[config.mk]
export PLATFORM = sky130hd
export DESIGN_NAME = control_unit
export DESIGN_NICKNAME = d
export VERILOG_FILES = /design/src/rtl/ctrl_pkg.sv /design/src/rtl/branch_cond_eval.sv /design/src/rtl/control_unit.sv
export SDC_FILE = /design/constraint.sdc
export NUM_CORES = 1
export LEC_CHECK = 0
export CAP_MARGIN = 15
export CORE_MARGIN = 8
export CORE_UTILIZATION = 28
export DETAILED_ROUTE_END_ITERATION = 8
export DONT_BUFFER_PORTS = 1
export PLACE_DENSITY = 0.46
export SETUP_SLACK_MARGIN = 0.2
export SYNTH_ARGS = -nofsm -noshare
export SYNTH_HDL_FRONTEND = slang
export SYNTH_SLANG_ARGS = --single-unit
[constraint.sdc]
create_clock -name clk -period 2.1 [get_ports clk]
set_input_delay 0.42 -clock clk [delete_from_list [all_inputs] [get_ports clk]]
set_output_delay 0.42 -clock clk [all_outputs]
set_load 0.05 [all_outputs]
[src/rtl/ctrl_pkg.sv]
// Shared decode constants, condition codes, sequencer states and the
// strobe bundle for the single-cycle RISC control unit.
package ctrl_pkg;

    localparam logic [4:0] OP_ALU   = 5'b00000;
    localparam logic [4:0] OP_LHI   = 5'b00001;
    localparam logic [4:0] OP_LLI   = 5'b00010;
    localparam logic [4:0] OP_LDR   = 5'b00011;
    localparam logic [4:0] OP_STR   = 5'b00101;
    localparam logic [4:0] OP_ADDI  = 5'b00111;
    localparam logic [4:0] OP_SUBI  = 5'b01000;
    localparam logic [4:0] OP_JMP   = 5'b10000;
    localparam logic [4:0] OP_JAL1  = 5'b10001;
    localparam logic [4:0] OP_JAL2  = 5'b10010;
    localparam logic [4:0] OP_JR    = 5'b10011;
    localparam logic [4:0] OP_BCC_0 = 5'b11000;
    localparam logic [4:0] OP_BCC_1 = 5'b11001;
    localparam logic [4:0] OP_SYS   = 5'b11100;

    localparam logic [1:0] FUNCT_ADD = 2'b00;
    localparam logic [1:0] FUNCT_ADC = 2'b01;
    localparam logic [1:0] FUNCT_SUB = 2'b10;
    localparam logic [1:0] FUNCT_SBB = 2'b11;

    localparam logic [1:0] SYS_OUTR = 2'b00;
    localparam logic [1:0] SYS_HLT  = 2'b01;

    localparam logic [3:0] COND_EQ = 4'h0;
    localparam logic [3:0] COND_NE = 4'h1;
    localparam logic [3:0] COND_CS = 4'h2;
    localparam logic [3:0] COND_CC = 4'h3;
    localparam logic [3:0] COND_MI = 4'h4;
    localparam logic [3:0] COND_PL = 4'h5;
    localparam logic [3:0] COND_VS = 4'h6;
    localparam logic [3:0] COND_VC = 4'h7;
    localparam logic [3:0] COND_HI = 4'h8;
    localparam logic [3:0] COND_LS = 4'h9;
    localparam logic [3:0] COND_GE = 4'hA;
    localparam logic [3:0] COND_LT = 4'hB;
    localparam logic [3:0] COND_GT = 4'hC;
    localparam logic [3:0] COND_LE = 4'hD;
    localparam logic [3:0] COND_AL = 4'hE;
    localparam logic [3:0] COND_NV = 4'hF;

    typedef enum logic [1:0] {
        ST_LOAD  = 2'd0,
        ST_CLEAR = 2'd1,
        ST_RUN   = 2'd2,
        ST_HALT  = 2'd3
    } state_t;

    typedef struct packed {
        logic data_write_en;
        logic flag_label_pc;
        logic flag_rm_pc;
        logic flag_rd_pc;
        logic branch;
        logic adc;
        logic sub;
        logic sbb;
        logic jmp;
        logic src_alu_b;
        logic src_read_b;
        logic flag_mem_rf;
        logic flag_alu_rf;
        logic flag_rm_rf;
        logic flag_pc_rf;
        logic lhi;
        logic lli;
        logic rf_write_en;
        logic flag_outr;
    } strobes_t;

endpackage

[src/rtl/branch_cond_eval.sv]
// Combinational condition-code evaluator for conditional branches.
module branch_cond_eval
    import ctrl_pkg::*;
(
    input  logic [3:0] cond,
    input  logic       c,
    input  logic       v,
    input  logic       z,
    input  logic       n,
    output logic       take
);

    always_comb begin
        take = 1'b0;
        case (cond)
            COND_EQ: take = z;
            COND_NE: take = !z;
            COND_CS: take = c;
            COND_CC: take = !c;
            COND_MI: take = n;
            COND_PL: take = !n;
            COND_VS: take = v;
            COND_VC: take = !v;
            COND_HI: take = c && !z;
            COND_LS: take = !c || z;
            COND_GE: take = (n == v);
            COND_LT: take = (n != v);
            COND_GT: take = !z && (n == v);
            COND_LE: take = z || (n != v);
            COND_AL: take = 1'b1;
            COND_NV: take = 1'b0;
            default: take = 1'b0;
        endcase
    end

endmodule

[src/rtl/control_unit.sv]
// Instruction decoder and LOAD/CLEAR/RUN/HALT sequencer driving the datapath.
// state | meaning
// LOAD  | external memory load, PC frozen, strobes idle
// CLEAR | one-cycle datapath clear; flags, count and illegal reset on entry
// RUN   | strobes decoded combinationally from instr
// HALT  | PC frozen after HLT, waits for start or load_req
module control_unit
    import ctrl_pkg::*;
(
    input  logic        clk,
    input  logic        clr,
    input  logic        start,
    input  logic        load_req,
    input  logic [15:0] instr,
    input  logic        Pre_C,
    input  logic        Pre_V,
    input  logic        Pre_Z,
    input  logic        Pre_N,
    output logic        dp_clr,
    output logic        test_normal,
    output logic        flag_HLT,
    output logic        data_write_en,
    output logic        flag_label_PC,
    output logic        flag_Rm_PC,
    output logic        flag_Rd_PC,
    output logic        BRANCH,
    output logic        ADC,
    output logic        SUB,
    output logic        SBB,
    output logic        JMP,
    output logic        Src_ALU_B,
    output logic        Src_Read_B,
    output logic        flag_mem_RF,
    output logic        flag_ALU_RF,
    output logic        flag_Rm_RF,
    output logic        flag_PC_RF,
    output logic        LHI,
    output logic        LLI,
    output logic        RF_write_en,
    output logic        flag_OutR,
    output logic        halted,
    output logic        illegal,
    output logic [15:0] instr_count
);

    state_t     state;
    state_t     next_state;
    logic [3:0] cc_flags;
    logic [4:0] opcode;
    logic [1:0] funct;
    logic       take;
    logic       run;
    strobes_t   dec;
    strobes_t   str;
    logic       dec_illegal;
    logic       dec_hlt;
    logic       dec_flags_we;
    logic       unused_instr_bits;

    assign opcode            = instr[15:11];
    assign funct             = instr[1:0];
    assign run               = (state == ST_RUN);
    assign unused_instr_bits = ^instr[7:2];

    // cc_flags is {C,V,Z,N}
    branch_cond_eval u_branch_cond_eval (
        .cond (instr[11:8]),
        .c    (cc_flags[3]),
        .v    (cc_flags[2]),
        .z    (cc_flags[1]),
        .n    (cc_flags[0]),
        .take (take)
    );

    always_comb begin
        dec          = '0;
        dec_illegal  = 1'b0;
        dec_hlt      = 1'b0;
        dec_flags_we = 1'b0;
        case (opcode)
            OP_ALU: begin
                dec.flag_alu_rf = 1'b1;
                dec.rf_write_en = 1'b1;
                dec_flags_we    = 1'b1;
                case (funct)
                    FUNCT_ADC: dec.adc = 1'b1;
                    FUNCT_SUB: dec.sub = 1'b1;
                    FUNCT_SBB: dec.sbb = 1'b1;
                    default:   dec.adc = 1'b0;
                endcase
            end
            OP_LHI: begin
                dec.lhi         = 1'b1;
                dec.src_read_b  = 1'b1;
                dec.rf_write_en = 1'b1;
            end
            OP_LLI: begin
                dec.lli         = 1'b1;
                dec.rf_write_en = 1'b1;
            end
            OP_LDR: begin
                dec.src_alu_b   = 1'b1;
                dec.flag_mem_rf = 1'b1;
                dec.rf_write_en = 1'b1;
            end
            OP_STR: begin
                dec.src_alu_b     = 1'b1;
                dec.src_read_b    = 1'b1;
                dec.data_write_en = 1'b1;
            end
            OP_ADDI, OP_SUBI: begin
                dec.src_alu_b   = 1'b1;
                dec.flag_alu_rf = 1'b1;
                dec.rf_write_en = 1'b1;
                dec.sub         = (opcode == OP_SUBI);
                dec_flags_we    = 1'b1;
            end
            OP_BCC_0, OP_BCC_1: dec.branch = take;
            OP_JMP: begin
                dec.flag_label_pc = 1'b1;
                dec.jmp           = 1'b1;
            end
            OP_JAL1: begin
                dec.branch      = 1'b1;
                dec.flag_pc_rf  = 1'b1;
                dec.rf_write_en = 1'b1;
            end
            OP_JAL2: begin
                dec.flag_rm_pc  = 1'b1;
                dec.jmp         = 1'b1;
                dec.flag_pc_rf  = 1'b1;
                dec.rf_write_en = 1'b1;
            end
            OP_JR: begin
                dec.flag_rd_pc = 1'b1;
                dec.jmp        = 1'b1;
                dec.src_read_b = 1'b1;
            end
            OP_SYS: begin
                case (funct)
                    SYS_OUTR: dec.flag_outr = 1'b1;
                    SYS_HLT:  dec_hlt       = 1'b1;
                    default:  dec_illegal   = 1'b1;
                endcase
            end
            default: dec_illegal = 1'b1;
        endcase
    end

    assign str = run ? dec : '0;

    assign data_write_en = str.data_write_en;
    assign flag_label_PC = str.flag_label_pc;
    assign flag_Rm_PC    = str.flag_rm_pc;
    assign flag_Rd_PC    = str.flag_rd_pc;
    assign BRANCH        = str.branch;
    assign ADC           = str.adc;
    assign SUB           = str.sub;
    assign SBB           = str.sbb;
    assign JMP           = str.jmp;
    assign Src_ALU_B     = str.src_alu_b;
    assign Src_Read_B    = str.src_read_b;
    assign flag_mem_RF   = str.flag_mem_rf;
    assign flag_ALU_RF   = str.flag_alu_rf;
    assign flag_Rm_RF    = str.flag_rm_rf;
    assign flag_PC_RF    = str.flag_pc_rf;
    assign LHI           = str.lhi;
    assign LLI           = str.lli;
    assign RF_write_en   = str.rf_write_en;
    assign flag_OutR     = str.flag_outr;

    // HLT must freeze the PC in the very cycle it is decoded.
    assign flag_HLT = run && !dec_hlt;

    always_comb begin
        next_state = state;
        if (load_req) begin
            next_state = ST_LOAD;
        end else begin
            case (state)
                ST_LOAD:  if (start) next_state = ST_CLEAR;
                ST_CLEAR: next_state = ST_RUN;
                ST_RUN:   if (dec_hlt) next_state = ST_HALT;
                ST_HALT:  if (start) next_state = ST_CLEAR;
                default:  next_state = ST_LOAD;
            endcase
        end
    end

    always_ff @(posedge clk) begin
        if (clr) begin
            state       <= ST_LOAD;
            test_normal <= 1'b1;
            dp_clr      <= 1'b0;
            halted      <= 1'b0;
            cc_flags    <= 4'b0000;
            instr_count <= 16'h0000;
            illegal     <= 1'b0;
        end else begin
            state       <= next_state;
            test_normal <= (next_state == ST_LOAD);
            dp_clr      <= (next_state == ST_CLEAR);
            halted      <= (next_state == ST_HALT);
            if (next_state == ST_CLEAR) begin
                cc_flags    <= 4'b0000;
                instr_count <= 16'h0000;
                illegal     <= 1'b0;
            end else if (run) begin
                if (dec_flags_we)
                    cc_flags <= {Pre_C, Pre_V, Pre_Z, Pre_N};
                if (instr_count != 16'hFFFF)
                    instr_count <= instr_count + 16'h0001;
                if (dec_illegal)
                    illegal <= 1'b1;
            end
        end
    end

endmodule

==> flow_metrics.env, run 1 <==
export IMPL_instances_no_fill=343
export IMPL_grt_util_met2_pct=19.9
export IMPL_critPathCaptureType="primary output"
export IMPL_routedWlPerCell_um=15.4
export IMPL_timing_fmax_ghz=0.429
export IMPL_violations="negative setup slack"
export IMPL_path_buf_inv=2
export IMPL_die_h_um=93.8
export IMPL_grt_max_degree=25
export IMPL_core_area_um2=5890
export IMPL_critical_path_required_ns=1.68
export IMPL_cap_violations=0
export IMPL_synth_ff_type="dfxtp_1"
export IMPL_ant_nets=0
export IMPL_totalWireLength_um=5290
export IMPL_drc_errors=0
export IMPL_holdWs_ns=0.203
export IMPL_first_global_vias=1730
export IMPL_status="finished, violations left"
export IMPL_hp_class="in -> reg"
export IMPL_place_gp_congestion=0.737
export IMPL_area_delta_synth_final_pct=54.1
export IMPL_grt_usage_pct=12.1
export IMPL_row_count=28
export IMPL_fin_ws_ns=-0.233
export IMPL_worst_pin_slew_ns=0.528
export IMPL_placed_cells=327
export IMPL_fin_crit_ns=2.33
export IMPL_skew_ns=0.00902
export IMPL_seq_area_frac_synth_pct=30.7
export IMPL_grt_pass1_wl_um=8690
export IMPL_cts_hold_buffers=0
export IMPL_final_nets=296
export IMPL_placed_area_um2=2230
export IMPL_startpoint_type="flip-flop"
export IMPL_finalHoldViolations=0
export IMPL_first_pass_iters=4
export IMPL_async_flop_share_pct=0
export IMPL_peakVddDrop_uv=299
export IMPL_rsz0062_at_grt="true"
export IMPL_min_period_over_period_pct=111
export IMPL_antenna_found_initial=0
export IMPL_finalSetupViolCount=31
export IMPL_relSlewSlack_pct=64.7
export IMPL_layout_drive_gt1_share_pct=36.9
export IMPL_totalPowerFinal_mw=1.09
export IMPL_grt_busiest_layer="met2"
export IMPL_groute_layer_met1_usage_pct=14.5
export IMPL_syn_nets=253
export IMPL_fin_area_um2=2610
export IMPL_critPathKind="reg -> out"
export IMPL_clk_latency_ns=0.27
export IMPL_cts_sinks=26
export IMPL_root_buffer="clkbuf_8"
export IMPL_gr_total_overflow=0
export IMPL_power_leakage_nw=1.02
export IMPL_power_density_nw_per_um2=419
export IMPL_clk_path_buf_depth=2
export IMPL_synth_edf_count=0
export IMPL_die_w_um=93.8
export IMPL_num_vias=1719
export IMPL_portBuffers=0
export IMPL_dp_slack_ns=-0.0590
export IMPL_ys_types=46
export IMPL_syn_inst=226
export IMPL_critPathArrivalTime_ns=1.91
export IMPL_path_cells="inv_2 > ha_4 > nand2b_4 > or3_4 > or4_4 > nor2_4 > buf_12"
export IMPL_start_util_pct=28.8
export IMPL_io_pins=64
export IMPL_syn_cell_area_um2=1690
export IMPL_cp_max_fo=2
export IMPL_cp_top_family="simple AND/OR/NAND/NOR gates"
export IMPL_slew_viol_final=0
export IMPL_via_per_inst=5.01
export IMPL_avgSynthCellArea_um2=7.50
export IMPL_synth_warnings=0
export IMPL_cts_inserted_buffers=3
export IMPL_first_iter_violations=65
export IMPL_slowest_stage="or4_4"
export IMPL_setup_tns_ns=-1.75
export IMPL_cts_max_level=1
export IMPL_slowest_delay_ns=0.46
export IMPL_die_area_um2=8800
export IMPL_finish_utilization_pct=44.4
export IMPL_post_dp_hpwl_um=3780
export IMPL_ys_seq_elements=26
export IMPL_antenna_cells=0
export IMPL_cts_tree="yes"
export IMPL_grt_met3_usage_pct=5.04
export IMPL_clkTransAtPathRegs_ns=0.09
-- worst reg2reg max path, delay by kind of cell, from the launching register on --
kind / cells / cell delay [ns]
compound gates: 2 / 0.53
fa+ha+maj: 1 / 0.14
buf+inv: 5 / 0.47
flops: 1 / 0.34
simple gates: 2 / 0.55
-- synthesized netlist by cell type (4+ instances only) --
| master | number | share of area, % |
|---|---|---|
| a21oi_1 | 10 | 3.0 |
| and3_1 | 5 | 1.8 |
| and4_1 | 4 | 2.1 |
| clkbuf_1 | 9 | 2.0 |
| dfxtp_1 | 26 | 31 |
| inv_1 | 10 | 2.2 |
| mux2i_1 | 4 | 2.4 |
| nand2_1 | 15 | 3.3 |
| nand2b_1 | 9 | 3.3 |
| nand3_1 | 7 | 2.1 |
| nand4_1 | 6 | 2.2 |
| nor2_1 | 36 | 8.0 |
| nor3_1 | 15 | 4.4 |
| xnor2_1 | 7 | 3.6 |
| xor2_1 | 11 | 5.7 |
-- worst paths after layout --
check	start	end	slack (ns)	cells past startpoint
max reg2reg	state[0]	instr_count[8]	-0.02	10
min	clr	state[0]	0.20	1
max	state[0]	SBB	-0.23	7
min reg2reg	cc_flags[3]	cc_flags[3]	0.55	2
-- registers in the layout (all words and copies together) (netlist names) --
register	count
cc_flags	4
instr_count	16
halted	1
illegal	1
dp_clr	1
test_normal	1
state	2
-- report_power, final --
group,internal (mW),total (mW),switching (mW)
combinational,0.0815,0.165,0.0835
sequential,0.499,0.513,0.0148
clock,0.255,0.416,0.161
total,0.835,1.09,0.260
-- what timing repair did --
action	4_1_cts	5_1_grt
setup buffers	4	7
resized for setup	36	10
cloned	1	0
endpoints found under the setup margin	35	43
pin swaps	7	8
-- layout by cell type (no fill, tap or decap), types with 3 or more instances in the layout --
cell type / count
xor2_1: 11
nand3_1: 7
a21oi_2: 3
clkbuf_8: 3
nor2_4: 8
a21oi_1: 6
xnor2_1: 7
dfxtp_1: 23
buf_12: 5
nand2_1: 14
nand4_1: 6
and3_1: 5
nand2b_1: 5
nor3_1: 8
dfxtp_2: 3
nor2_1: 27
buf_4: 30
nand2b_4: 4
o21ai_0: 3
nor2b_1: 3
inv_1: 9
buf_6: 18
mux2i_1: 4
nor3_4: 5
and4_1: 4
-- area by class of cell --
cell class              count  area, µm²
clock buffers               3       41.3
inverters                  11       43.8
repair buffers             55        571
well taps                  75       93.8
clock inverters             1       30.0
multi-input cells         172       1310
fillers                   603       3270
flip-flops and latches     26        524
-- logic make-up (layout without fill, tap and decap cells) --
kind of cell               count (synthesis)  count (layout)  share of synthesized area (%)
buffers and inverters                     28              70                           7.09
adders and majority gates                  3               3                           2.22
xor gates and xnor gates                  18              18                           9.31
muxes                                      4               4                           2.36
AOI/OAI and AO/OA                         29              29                           11.7
and+or+nand+nor                          117             117                           36.3
other                                      1               1                          0.221
DFF                                       26              26                           30.7
-- per-layer routing --
layer | wire, µm | share of wire (%)
met5 | 0 | 0
met4 | 23 | 0.44
met3 | 406 | 7.7
met2 | 2550 | 48
met1 | 2310 | 44
Note: power is estimated with default switching activity, not from simulation.
==> run 2: changes to the inputs <==
--- a/config.mk
+++ b/config.mk
@@ -5,6 +5,7 @@
 export SDC_FILE = /design/constraint.sdc
 export NUM_CORES = 1
 export LEC_CHECK = 0
+export ABC_AREA = 1
 export CAP_MARGIN = 15
 export CORE_MARGIN = 8
 export CORE_UTILIZATION = 28
==> run 2 against run 1 <==
Effect of this change:
- the flow now finishes without violations
- non-clock buffer count fell by 14
- critical path depth rose by 2
- global-route usage fell by 1.4 points
- wire length rose by 2.9%
- sequential share of layout area rose by 0.87 points
==> flow_metrics.env, run 2 <==
export IMPL_seqPwrFrac_pct=48.9
export IMPL_worst_pin_slew_ns=0.541
export IMPL_instances_no_fill=440
export IMPL_cp_max_fo=4
export IMPL_critical_path_required_ns=1.68
export IMPL_clk_latency_ns=0.27
export IMPL_cts_max_level=1
export IMPL_final_nets=388
export IMPL_status="finished, final reports clean"
export IMPL_yosys_area_share_simple_pct=45.7
export IMPL_p_clk_share_pct=39.2
export IMPL_place_gp_congestion=0.835
export IMPL_power_leakage_nw=1.03
export IMPL_finalHoldViolations=0
export IMPL_placed_area_um2=2340
export IMPL_antenna_cells=0
export IMPL_synthAdderAreaFrac_pct=1.95
export IMPL_groute_layer_met1_usage_pct=11.6
export IMPL_largest_reg_flops=16
export IMPL_cts_tree="yes"
export IMPL_r2r_start="instr_count[0]"
export IMPL_relSlewSlack_pct=63.9
export IMPL_mostFrequentLayoutCells="77 x nand2_1, 50 x nor2_1, 41 x inv_1"
export IMPL_avgSynthCellArea_um2=5.98
export IMPL_critPathCaptureType="primary output"
export IMPL_ys_seq_elements=26
export IMPL_holdWs_ns=0.220
export IMPL_slew_viol_final=0
export IMPL_routedWlPerCell_um=12.4
export IMPL_synth_commonest_cells="82 x nand2_1, 55 x nor2_1, 48 x inv_1, 26 x dfxtp_1, 22 x nand3_1"
export IMPL_core_area_um2=6720
export IMPL_start_util_pct=28.6
export IMPL_synth_area_leaders="dfxtp_1 27%, nand2_1 16%, nor2_1 11%"
export IMPL_synth_compound_area_share_pct=8.47
export IMPL_layout_drive_gt1_share_pct=27.5
export IMPL_cts_inserted_buffers=3
export IMPL_fin_ws_ns=0.201
export IMPL_fin_area_um2=2540
export IMPL_synth_top_family_by_area="simple AND/OR/NAND/NOR gates"
export IMPL_skew_ns=0.00811
export IMPL_synthDominantCellAreaShare_pct=27.1
export IMPL_via_per_inst=4.66
export IMPL_row_count=30
export IMPL_die_area_um2=9770
export IMPL_layout_commonest_cell="nand2_1"
export IMPL_async_flop_share_pct=0
export IMPL_swShare_pct=24.5
export IMPL_clkTransAtPathRegs_ns=0.09
export IMPL_syn_cell_area_um2=1920
export IMPL_comb_power_share_pct=11.9
export IMPL_power_density_nw_per_um2=410
export IMPL_die_h_um=98.8
export IMPL_ys_types=35
export IMPL_yosysTopAreaCell="dfxtp_1"
export IMPL_cap_violations=0
export IMPL_grt_util_met2_pct=18.2
export IMPL_dp_slack_ns=0.197
export IMPL_seq_area_frac_synth_pct=27.1
export IMPL_grt_max_degree=22
export IMPL_min_period_over_period_pct=90.4
export IMPL_cts_hold_buffers=0
export IMPL_finalSetupViolCount=0
export IMPL_syn_inst=321
export IMPL_antenna_found_initial=0
export IMPL_first_pass_iters=4
export IMPL_root_buffer="clkbuf_8"
export IMPL_cts_sinks=26
export IMPL_synth_warnings=0
export IMPL_muxShareOfSynthArea_pct=0
export IMPL_area_delta_synth_final_pct=32.5
export IMPL_grt_busiest_layer="met2"
export IMPL_critPathKind="reg -> out"
export IMPL_r2r_worst_path_cells=9
export IMPL_clk_path_buf_depth=2
export IMPL_hp_class="in -> reg"
export IMPL_top_register="instr_count"
export IMPL_r2r_end="instr_count[12]"
export IMPL_synth_edf_count=0
export IMPL_synth_xor_area_share_pct=3.65
export IMPL_post_dp_hpwl_um=4340
export IMPL_io_pins=64
export IMPL_fin_crit_ns=1.90
export IMPL_reg2reg_slack_ns=0.37
export IMPL_grt_usage_pct=10.7
export IMPL_reg_top3="instr_count: 16 flops, cc_flags: 4 flops, state: 2 flops"
export IMPL_rsz0062_at_grt="true"
export IMPL_p_sw_mw=0.256
export IMPL_startpoint_type="flip-flop"
export IMPL_num_vias=2049
export IMPL_yosysMostFrequentCell="nand2_1"
export IMPL_portBuffers=0
export IMPL_synth_ff_type="dfxtp_1"
export IMPL_totalWireLength_um=5440
export IMPL_crit_path_start="cc_flags[0]"
export IMPL_first_global_vias=1902
export IMPL_crit_end="BRANCH"
export IMPL_die_w_um=98.8
export IMPL_drc_errors=0
export IMPL_internal_power_mw=0.789
export IMPL_first_iter_violations=63
export IMPL_grt_pass1_wl_um=8790
export IMPL_timing_fmax_ghz=0.527
export IMPL_grt_met3_usage_pct=5.00
export IMPL_placed_cells=429
export IMPL_totalPowerFinal_mw=1.04
export IMPL_gr_total_overflow=0
export IMPL_syn_nets=348
export IMPL_peakVddDrop_uv=295
export IMPL_critPathArrivalTime_ns=1.48
export IMPL_ant_nets=0
## run 2: cell types whose count changed after synthesis, moves of 7 or more
| cell | change |
|---|---|
| nand2_1 | +67 |
| nand2b_1 | -9 |
| nor2_1 | +19 |
| o21ai_0 | +7 |
| clkbuf_1 | -9 |
| inv_1 | +38 |
| nand3_1 | +15 |
## run 2: repair_timing
item                                    4_1_cts  5_1_grt
gates resized for setup                       7       24
pin swaps                                     2       12
cloned                                        0        1
setup buffers                                 4        2
endpoints found under the setup margin       11       15
endpoints found under the hold margin         0        0
## run 2: kinds of logic after synthesis
group           count (synthesis)
flops                          26
simple gates                  198
buf+inv                        59
xor+xnor                        8
other cells                     1
compound gates                 26
fa+ha+maj                       3
## run 2: area by class of cell
class / count / area (µm²)
clock buffer: 3 / 41.3
clock inverter: 1 / 30.0
fill: 762 / 4170
inverter: 52 / 215
multi-input combinational: 236 / 1280
sequential: 26 / 533
tap: 80 / 100
timing repair buffer: 41 / 343
timing repair inverter: 1 / 5.00
## run 2: stage by stage
step | setup TNS (ns) | utilization (%)
floorplan | -0.0748 | -
global placement | 0 | 34.9
detailed placement | 0 | 34.9
CTS | 0 | 36.5
global route | 0 | 37.9
finish | 0 | 37.9
## run 2: metal layers
metal	part of all wire, %	vias to the layer above
li1	-	1097
met1	41	891
met2	47	59
met3	11	2
met4	0.53	0
met5	0	-
## run 2: power groups by stage
stage / clock network [mW] / registers [mW] / logic (mW)
2_1_floorplan: 0 / 0.527 / 0.100
3_3_place_gp: 0 / 0.525 / 0.119
3_5_place_dp: 0 / 0.525 / 0.119
4_1_cts: 0.429 / 0.513 / 0.123
5_1_grt: 0.452 / 0.512 / 0.140
6_report: 0.409 / 0.511 / 0.124
## run 2: worst min path at each step
stage          startpoint        to  slack (ns)  depth (start not counted)
6_report              clr  state[0]        0.22                          1
5_1_grt               clr  state[0]        0.21                          1
4_1_cts               clr  state[0]        0.21                          1
3_5_place_dp          clr  state[0]        0.50                          1
3_3_place_gp          clr  state[0]        0.50                          1
2_1_floorplan         clr  state[0]        0.50                          1
## run 2: critical path, cell delays in order, from the launching register on
cell     delay [ns]
dfxtp_4        0.37
buf_4          0.14
o21ai_2        0.05
nand3_1        0.08
nand2_1        0.07
nor2_1         0.04
nand4_1        0.08
nand2_1        0.07
a21oi_2        0.14
buf_6          0.17
